[config.mk]
export PLATFORM = sky130hd
export DESIGN_NAME = chroma_key_ctrl
export DESIGN_NICKNAME = d
export VERILOG_FILES = /design/src/rtl/chroma_key_ctrl.sv
export SDC_FILE = /design/constraint.sdc
export NUM_CORES = 1
export LEC_CHECK = 0
export BUFFER_PORTS_ARGS = -buffer_cell sky130_fd_sc_hd__buf_2
export CORE_UTILIZATION = 47
export CTS_CLUSTER_SIZE = 14
export DETAILED_ROUTE_END_ITERATION = 10
export PLACE_DENSITY_LB_ADDON = 0.1
export SYNTH_ARGS = -nofsm -noshare
export SYNTH_HDL_FRONTEND = slang
export SYNTH_SLANG_ARGS = --single-unit
[constraint.sdc]
create_clock -name clk -period 5.98 [get_ports clk]
set_input_delay 0.299 -clock clk [delete_from_list [all_inputs] [get_ports clk]]
set_output_delay 0.299 -clock clk [all_outputs]
set_load 0.02 [all_outputs]
[src/rtl/chroma_key_ctrl.sv]
// Frame-synchronous configuration controller for the chroma-key datapath.
// Buffers user settings in pending registers and commits them at each frame boundary; also learns a custom key colour.
module chroma_key_ctrl #(
    parameter int WIN_X0     = 312,
    parameter int WIN_Y0     = 232,
    parameter int MARGIN_RST = 2,
    parameter int CAL_TRIES  = 4
) (
    input  logic       clk,
    input  logic       reset,
    input  logic       vsync,
    input  logic       de,
    input  logic [9:0] x_pixel,
    input  logic [9:0] y_pixel,
    input  logic [3:0] red_cam,
    input  logic [3:0] green_cam,
    input  logic [3:0] blue_cam,
    input  logic       sw_enable,
    input  logic       btn_mode,
    input  logic       btn_margin,
    input  logic       btn_cal,
    output logic       mode_chroma,
    output logic [1:0] key_sel,
    output logic [3:0] key_r,
    output logic [3:0] key_g,
    output logic [3:0] key_b,
    output logic [2:0] margin,
    output logic       cal_busy,
    output logic       cal_done,
    output logic       cal_fail
);

    typedef enum logic [1:0] {S_IDLE, S_ARM, S_ACCUM} state_t;

    localparam logic [9:0] X_LO        = 10'(WIN_X0);
    localparam logic [9:0] X_HI        = 10'(WIN_X0 + 15);
    localparam logic [9:0] Y_LO        = 10'(WIN_Y0);
    localparam logic [9:0] Y_HI        = 10'(WIN_Y0 + 15);
    localparam logic [2:0] MARGIN_INIT = 3'(MARGIN_RST);
    localparam logic [3:0] TRIES_MAX   = 4'(CAL_TRIES);

    state_t      state_q, state_d;
    logic        vsync_q;
    logic        fb;
    logic        in_win;
    logic        sample;

    logic        pend_en_q;
    logic [1:0]  pend_sel_q, pend_sel_d;
    logic [3:0]  pend_r_q, pend_r_d, pend_g_q, pend_g_d, pend_b_q, pend_b_d;
    logic [2:0]  pend_margin_q, pend_margin_d;

    logic        mode_q, mode_d;
    logic [1:0]  sel_q, sel_d;
    logic [3:0]  key_r_q, key_r_d, key_g_q, key_g_d, key_b_q, key_b_d;
    logic [2:0]  margin_q, margin_d;
    logic        cal_done_q, cal_done_d;
    logic        cal_fail_q, cal_fail_d;

    logic [11:0] sum_r_q, sum_r_d, sum_g_q, sum_g_d, sum_b_q, sum_b_d;
    logic [8:0]  cnt_q, cnt_d;
    logic [3:0]  tries_q, tries_d;

    assign fb     = vsync & ~vsync_q;
    assign in_win = de && (x_pixel >= X_LO) && (x_pixel <= X_HI) &&
                    (y_pixel >= Y_LO) && (y_pixel <= Y_HI);
    // Count stops at 256 so a repeated window cannot overflow the 12-bit sums.
    assign sample = (state_q == S_ACCUM) && in_win && !cnt_q[8];

    always_comb begin
        state_d       = state_q;
        pend_sel_d    = pend_sel_q;
        pend_r_d      = pend_r_q;
        pend_g_d      = pend_g_q;
        pend_b_d      = pend_b_q;
        pend_margin_d = pend_margin_q;
        mode_d        = mode_q;
        sel_d         = sel_q;
        key_r_d       = key_r_q;
        key_g_d       = key_g_q;
        key_b_d       = key_b_q;
        margin_d      = margin_q;
        cal_done_d    = 1'b0;
        cal_fail_d    = 1'b0;
        sum_r_d       = sum_r_q;
        sum_g_d       = sum_g_q;
        sum_b_d       = sum_b_q;
        cnt_d         = cnt_q;
        tries_d       = tries_q;

        if (btn_mode && state_q == S_IDLE) begin
            unique case (pend_sel_q)
                2'd0:    begin pend_sel_d = 2'd1; pend_r_d = 4'd0; pend_g_d = 4'd0;  pend_b_d = 4'd15; end
                2'd1:    begin pend_sel_d = 2'd2; pend_r_d = 4'd0; pend_g_d = 4'd0;  pend_b_d = 4'd0;  end
                default: begin pend_sel_d = 2'd0; pend_r_d = 4'd0; pend_g_d = 4'd15; pend_b_d = 4'd0;  end
            endcase
        end
        if (btn_margin) begin
            pend_margin_d = pend_margin_q + 3'd1;
        end

        // Commit uses the pending values registered before this edge, so a
        // coincident button lands one frame later.
        if (fb) begin
            mode_d   = pend_en_q;
            sel_d    = pend_sel_q;
            key_r_d  = pend_r_q;
            key_g_d  = pend_g_q;
            key_b_d  = pend_b_q;
            margin_d = pend_margin_q;
        end

        if (sample) begin
            sum_r_d = sum_r_q + {8'd0, red_cam};
            sum_g_d = sum_g_q + {8'd0, green_cam};
            sum_b_d = sum_b_q + {8'd0, blue_cam};
            cnt_d   = cnt_q + 9'd1;
        end

        unique case (state_q)
            S_IDLE: begin
                if (btn_cal) begin
                    state_d = S_ARM;
                    tries_d = 4'd0;
                end
            end
            S_ARM: begin
                if (fb) begin
                    sum_r_d = 12'd0;
                    sum_g_d = 12'd0;
                    sum_b_d = 12'd0;
                    cnt_d   = 9'd0;
                    state_d = S_ACCUM;
                end
            end
            S_ACCUM: begin
                if (fb) begin
                    if (cnt_q == 9'd256) begin
                        // Top nibble of a 256-sample sum is the mean.
                        pend_sel_d = 2'd3;
                        pend_r_d   = sum_r_q[11:8];
                        pend_g_d   = sum_g_q[11:8];
                        pend_b_d   = sum_b_q[11:8];
                        sel_d      = 2'd3;
                        key_r_d    = sum_r_q[11:8];
                        key_g_d    = sum_g_q[11:8];
                        key_b_d    = sum_b_q[11:8];
                        cal_done_d = 1'b1;
                        state_d    = S_IDLE;
                    end else begin
                        sum_r_d = 12'd0;
                        sum_g_d = 12'd0;
                        sum_b_d = 12'd0;
                        cnt_d   = 9'd0;
                        tries_d = tries_q + 4'd1;
                        if (tries_q + 4'd1 == TRIES_MAX) begin
                            cal_fail_d = 1'b1;
                            state_d    = S_IDLE;
                        end
                    end
                end
            end
            default: state_d = S_IDLE;
        endcase
    end

    always_ff @(posedge clk or posedge reset) begin
        if (reset) begin
            state_q       <= S_IDLE;
            vsync_q       <= 1'b0;
            pend_en_q     <= 1'b0;
            pend_sel_q    <= 2'd0;
            pend_r_q      <= 4'd0;
            pend_g_q      <= 4'd15;
            pend_b_q      <= 4'd0;
            pend_margin_q <= MARGIN_INIT;
            mode_q        <= 1'b0;
            sel_q         <= 2'd0;
            key_r_q       <= 4'd0;
            key_g_q       <= 4'd15;
            key_b_q       <= 4'd0;
            margin_q      <= MARGIN_INIT;
            cal_done_q    <= 1'b0;
            cal_fail_q    <= 1'b0;
            sum_r_q       <= 12'd0;
            sum_g_q       <= 12'd0;
            sum_b_q       <= 12'd0;
            cnt_q         <= 9'd0;
            tries_q       <= 4'd0;
        end else begin
            state_q       <= state_d;
            vsync_q       <= vsync;
            pend_en_q     <= sw_enable;
            pend_sel_q    <= pend_sel_d;
            pend_r_q      <= pend_r_d;
            pend_g_q      <= pend_g_d;
            pend_b_q      <= pend_b_d;
            pend_margin_q <= pend_margin_d;
            mode_q        <= mode_d;
            sel_q         <= sel_d;
            key_r_q       <= key_r_d;
            key_g_q       <= key_g_d;
            key_b_q       <= key_b_d;
            margin_q      <= margin_d;
            cal_done_q    <= cal_done_d;
            cal_fail_q    <= cal_fail_d;
            sum_r_q       <= sum_r_d;
            sum_g_q       <= sum_g_d;
            sum_b_q       <= sum_b_d;
            cnt_q         <= cnt_d;
            tries_q       <= tries_d;
        end
    end

    assign mode_chroma = mode_q;
    assign key_sel     = sel_q;
    assign key_r       = key_r_q;
    assign key_g       = key_g_q;
    assign key_b       = key_b_q;
    assign margin      = margin_q;
    assign cal_busy    = (state_q != S_IDLE);
    assign cal_done    = cal_done_q;
    assign cal_fail    = cal_fail_q;

endmodule

Word level (Yosys, flattened, before mapping)
Cells that the tools add are included.
- $mul: 0
- reduce and logical (&&, ||, !) cells: 15
- add/sub/neg operators: 6
- eq/ne operators: 10
- bitwise gates (word level): 2
- shifts and indexed selects: 0
- div/mod/pow operators: 0
- muxes and demuxes: 72
- magnitude comparators: 4
- operators with widths (operator ; count):
    2-to-1 mux 12 bit ; 12
    2-to-1 mux 4 bit ; 29
    one-hot mux 12 bit (2 select lines) ; 3
    adder 12 x 4 -> 12 bit ; 3
    2-to-1 mux 9 bit ; 4
    2-to-1 mux 2 bit ; 13
    one-hot mux 9 bit (2 select lines) ; 1
    greater-or-equal comparator 10 x 8 -> 1 bit (second input constant) ; 1
    greater-or-equal comparator 10 x 9 -> 1 bit (second input constant) ; 1
    <= comparator 10 x 8 -> 1 bit (second input constant) ; 1
    <= comparator 10 x 9 -> 1 bit (second input constant) ; 1
    adder 9 x 1 -> 9 bit (second input constant) ; 1
    equality test 9 bit (second input constant) ; 1
    inequality test 2 bit (second input constant) ; 4
    one-hot mux 4 bit (2 select lines) ; 1
    AND reduction 4 bit ; 2
    logical AND 1 bit ; 7
    2-to-1 mux 1 bit ; 7
    one-hot mux 2 bit (3 select lines) ; 1
    adder 4 x 1 -> 4 bit (second input constant) ; 1
    equality test 2 x 1 -> 1 bit (second input constant) ; 2
    equality test 4 x 3 -> 1 bit (second input constant) ; 1
    logical NOT 2 bit ; 2
    one-hot mux 2 bit (2 select lines) ; 1
    other kinds (8) ; 9
- output and inout bits: 21
- register bits: 90
- memories kept: 0
- bits in latches: 0
- word-level logic and storage cells: 130
- bits of input ports: 40
- bits in read-only memories: 0
- RAM bits: 0

Longest topological paths before layout
- depth after elaboration: 11
- depth in mapped cells: 9
- gate-level depth less buffers: 7

Worst setup path before layout
Ideal clock, no wire load.
- path kind: register -> register
- from: reg state_q[0]
- to: reg sum_r_q[8]
- stages on the path, launching flop included: 9
- arrival time: 1.947 ns
- library setup time: 0.078 ns
- path buffers: 1
- data required time: 5.902 ns
- slack: 3.955 ns
- clock period less this slack: 2.025 ns
- cells stage by stage: dfrtp_1 -> inv_1 -> ha_1 -> nand2b_1 -> and4bb_2 -> nand3_1 -> buf_2 -> or4_1 -> a21oi_1
- cells in the longest elaborated chain, start to end: 7
- elaborated cells on any way between the ends: 9
- those cells by class: eq/ne (2); mux (5); reduce/logical (2)
- RTL lines (element ; line ; text):
    start: declaration ; 42 ; state_t state_q, state_d;
    start signal: assignment ; 191 ; state_q <= state_d;
    equality test 2 bit ; 68, 120 ;
    logical AND 1 bit (2 in series) ; 68 ; assign sample = (state_q == S_ACCUM) && in_win && !cnt_q[8];
    2-to-1 mux 12 bit ; 113 ; if (sample) begin
    2-to-1 mux 12 bit ; 138 ; if (cnt_q == 9'd256) begin
    2-to-1 mux 12 bit ; 137 ; if (fb) begin
    one-hot mux 12 bit (2 select lines) * ; 120 ; unique case (state_q)
    net sum_r_d[8] ; 60 ; logic [11:0] sum_r_q, sum_r_d, sum_g_q, sum_g_d, sum_b_q, sum_b_d;
    end signal: assignment ; 207 ; sum_r_q <= sum_r_d;
    end: declaration ; 60 ;
Mark *: on every way through the listed nets, which the timed path passes. The rest lies on a longest branch.
A chain may end at the register's enable or synchronous reset.

Final worst setup path
- from: reg state_q[0]
- to: reg pend_b_q[1]
- cells in the longest elaborated chain, start to end: 6
- elaborated cells on any way between the ends: 7
- those cells by class: eq/ne (1); mux (4); reduce/logical (2)
- RTL lines (element ; line ; text):
    logical NOT 2 bit ; 91 ; if (btn_mode && state_q == S_IDLE) begin
    logical AND 1 bit ; 91 ;
    2-to-1 mux 4 bit ; 91 ;
    2-to-1 mux 4 bit ; 138 ;
    2-to-1 mux 4 bit ; 137 ;
    2-to-1 mux 4 bit * ; 120 ;
    net pend_b_d[1] ; 50 ; logic [3:0] pend_r_q, pend_r_d, pend_g_q, pend_g_d, pend_b_q, pend_b_d;
    end signal: assignment ; 197 ; pend_b_q <= pend_b_d;
    end: declaration ; 50 ;
Marks and branches as above.

==> results by group <==
Floorplanning
  – Rows: 36
  – Die area: approximately 0.011 mm²
  – Core Area: a little under 0.01 mm²
  – Chip Height: around 100 µm
  – Initial Utilization: 0.488
  – Die Span X: around 100 µm
  – IO Count: between 60 and 70

Yosys
  – Mean area per synthesized cell: roughly 9.7 µm²
  – Synth Flop Type: dfrtp_1
  – Asr flop ratio synth: 1.00
  – Mapped Area: around 0.0048 mm²
  – Yosys reg bits: 90
  – Synthesized instance count: 496
  – Syn_nets: 560
  – Synth cell types: 55
  – Sequential area share after synthesis: 0.473
  – Number of flops mapped to enable cells by yosys: 0
  – Synth warn: 0

Final layout
  – Post-layout util: 0.548
  – Diode count: 0
  – Filler instances: around 930
  – Commonest cells after routing, fill and taps aside: dfrtp_1, nand2_1, a21oi_1
  – Share of layout cells above drive strength 1: 0.180
  – Commonest non-fill, non-tap cell in the layout: dfrtp_1
  – Area delta synth->final: 12.3%
  – Fin area: around 0.0054 mm²
  – NumNets Final: about 610
  – Finished Layout Cells: 683

Detailed routing
  – Remaining antenna violation count after routing: 0
  – Via count: 3,824
  – DRT Pass-1 Iters: 5
  – WL per Instance: 14.6 µm
  – Final wirelength: around 10000 µm
  – Vias/cell: ~5.6
  – Iter 0 DRT Violations: approximately 150
  – # DRC: 0

STA
  – Final Cycle Share: 0.512
  – Setup violators final: 0
  – Worst-Margin Slew: roughly 1 ns
  – Hold WS: between 0.03 and 0.04 ns
  – Fin. Hold Viols: 0
  – Final TNS setup: 0 ns
  – Max_slew headroom: 0.319
  – Crit path time final: a little over 3 ns
  – Pins Over Slew Limit: 0
  – Achievable Freq: 327 MHz
  – RSZ-0062 raised after global routing: false
  – Clock Skew: around 0.011 ns

Worst setup path
  – CP required: 6.19 ns
  – Crit path capture type: flip-flop
  – Arrival time at the worst endpoint: approximately 3.3 ns
  – CP Max Fanout: 27
  – Crit path kind: flip-flop to flip-flop
  – Worst reg2reg path depth: 5
  – Setup crit start kind: flip-flop

Clocking
  – Clock Root Buffer: clkbuf_8
  – CTS tree: done
  – Hold Buf Count CTS: 0
  – Setup Fix Bufs, Post-CTS: 0
  – Cts repair resizes: 0
  – Max H-tree Level: 3
  – Worst-path clk slew: ~0.09 ns
  – CTS buffer count: 9
  – Num Clock Sinks: 90
  – Max clock buf depth: 2
  – Worst-skew pair later-pin latency: between 0.3 and 0.4 ns

Run
  – Max-Cap Viols: 0

GRT
  – Largest net degree at the start of global routing: 50
  – Initial antenna violation count: 0
  – Global route total overflow: 0
  – Vias in the first global route: 3,726
  – First-pass GRT wire length: between 15,000 and 20,000 µm
  – All-Layer GR Usage: 0.212

Place
  – Dpl hpwl: approximately 7000 µm
  – Routability cong.: 0.713
  – Placed Instance Area: 0.00517 mm²
  – IO Port Bufs: 54
  – Placed insts: 667

Pwr
  – Lkg Pwr: about 0.0024 µW
  – Power density over cell area: 297 mW/mm²
  – VDD IR max: approximately 0.14 mV

Status
  – Status: completed

Worst hold path
  – Hold WC Path Type: input port to asynchronous set/reset pin
## final timing paths
check	startpoint	to	slack (ns)
max	state_q[0]$_DFFE_PP0P_	pend_b_q[1]$_DFF_PP0_	2.92
max reg2reg	state_q[0]$_DFFE_PP0P_	pend_b_q[1]$_DFF_PP0_	2.92
min in group clk	sw_enable	pend_en_q$_DFF_PP0_	0.04
min reg2reg	margin[1]$_DFFE_PP1P_	margin[1]$_DFFE_PP1P_	0.46
max in group asynchronous	reset	pend_en_q$_DFF_PP0_	4.87
min	reset	tries_q[1]$_DFFE_PP0P_	0.03
## layout make-up
cell class                      count  area [µm²]  share of cell area
Sequential cell                    90        2260               0.421
Inverter                           13        50.0             0.00931
Clock inverter                      5        61.3              0.0114
Tap cell                          133         166              0.0309
Timing Repair Buffer               58         300              0.0558
Multi-Input combinational cell    373        2390               0.445
Clock buffer                       11         141              0.0263
## sequential cells by signal (all words and copies together) (netlist names), 2 cells and up
signal / cells
pend_margin_q: 3
sum_b_q: 12
key_r: 4
state_q: 2
tries_q: 4
key_b: 4
pend_b_q: 4
sum_g_q: 12
sum_r_q: 12
key_sel: 2
margin: 3
pend_sel_q: 2
pend_g_q: 4
cnt_q: 9
pend_r_q: 4
key_g: 4
## cells in the mapped netlist (10+ instances only)
master,number,area (µm²)
dfrtp_1,80,2000
nand2_1,77,289
a21oi_1,56,280
o21ai_0,34,170
ha_1,21,263
nor2_1,21,78.8
or4_1,20,150
o31ai_1,19,143
clkbuf_1,16,60.1
nand3_1,16,80.1
inv_1,13,48.8
mux2i_1,13,130
dfstp_2,10,263
## report_power, final
part	internal, µW	switching, µW	leakage (µW)
registers	703	47.9	0.00119
clock network	207	223	0.000104
logic	137	279	0.00114
## cell families (layout without fill, tap and decap cells)
| group | Yosys count | count (layout) | share of synthesized area |
|---|---|---|---|
| xor+xnor | 10 | 10 | 0.0183 |
| flops | 90 | 90 | 0.473 |
| mux | 16 | 16 | 0.0342 |
| simple gates | 186 | 186 | 0.209 |
| buf+inv | 33 | 87 | 0.0269 |
| fa+ha+maj | 24 | 24 | 0.0674 |
| compound gates | 137 | 137 | 0.171 |
## metrics by stage
step           power, µW  setup WS, ns
2_1_floorplan       1050          3.36
3_3_place_gp        1170          2.96
3_5_place_dp        1190          2.88
4_1_cts             1620          2.87
5_1_grt             1700          2.47
6_report            1600          2.92
## critical path, stage by stage (launching register included)
cell and delay (ns):
dfrtp_1 0.41, inv_1 0.11, ha_1 0.47, nand3_1 0.74, nor2_2 0.95, o21ai_0 0.22
## layer usage
| metal | global-route usage | part of all wire |
|---|---|---|
| met2 | 0.355 | 0.47 |
| met4 | 0.0997 | 0.025 |
| met1 | 0.274 | 0.48 |
| met3 | 0.0271 | 0.027 |
| met5 | 0 | 0 |
(Power assumes the default switching activity.)
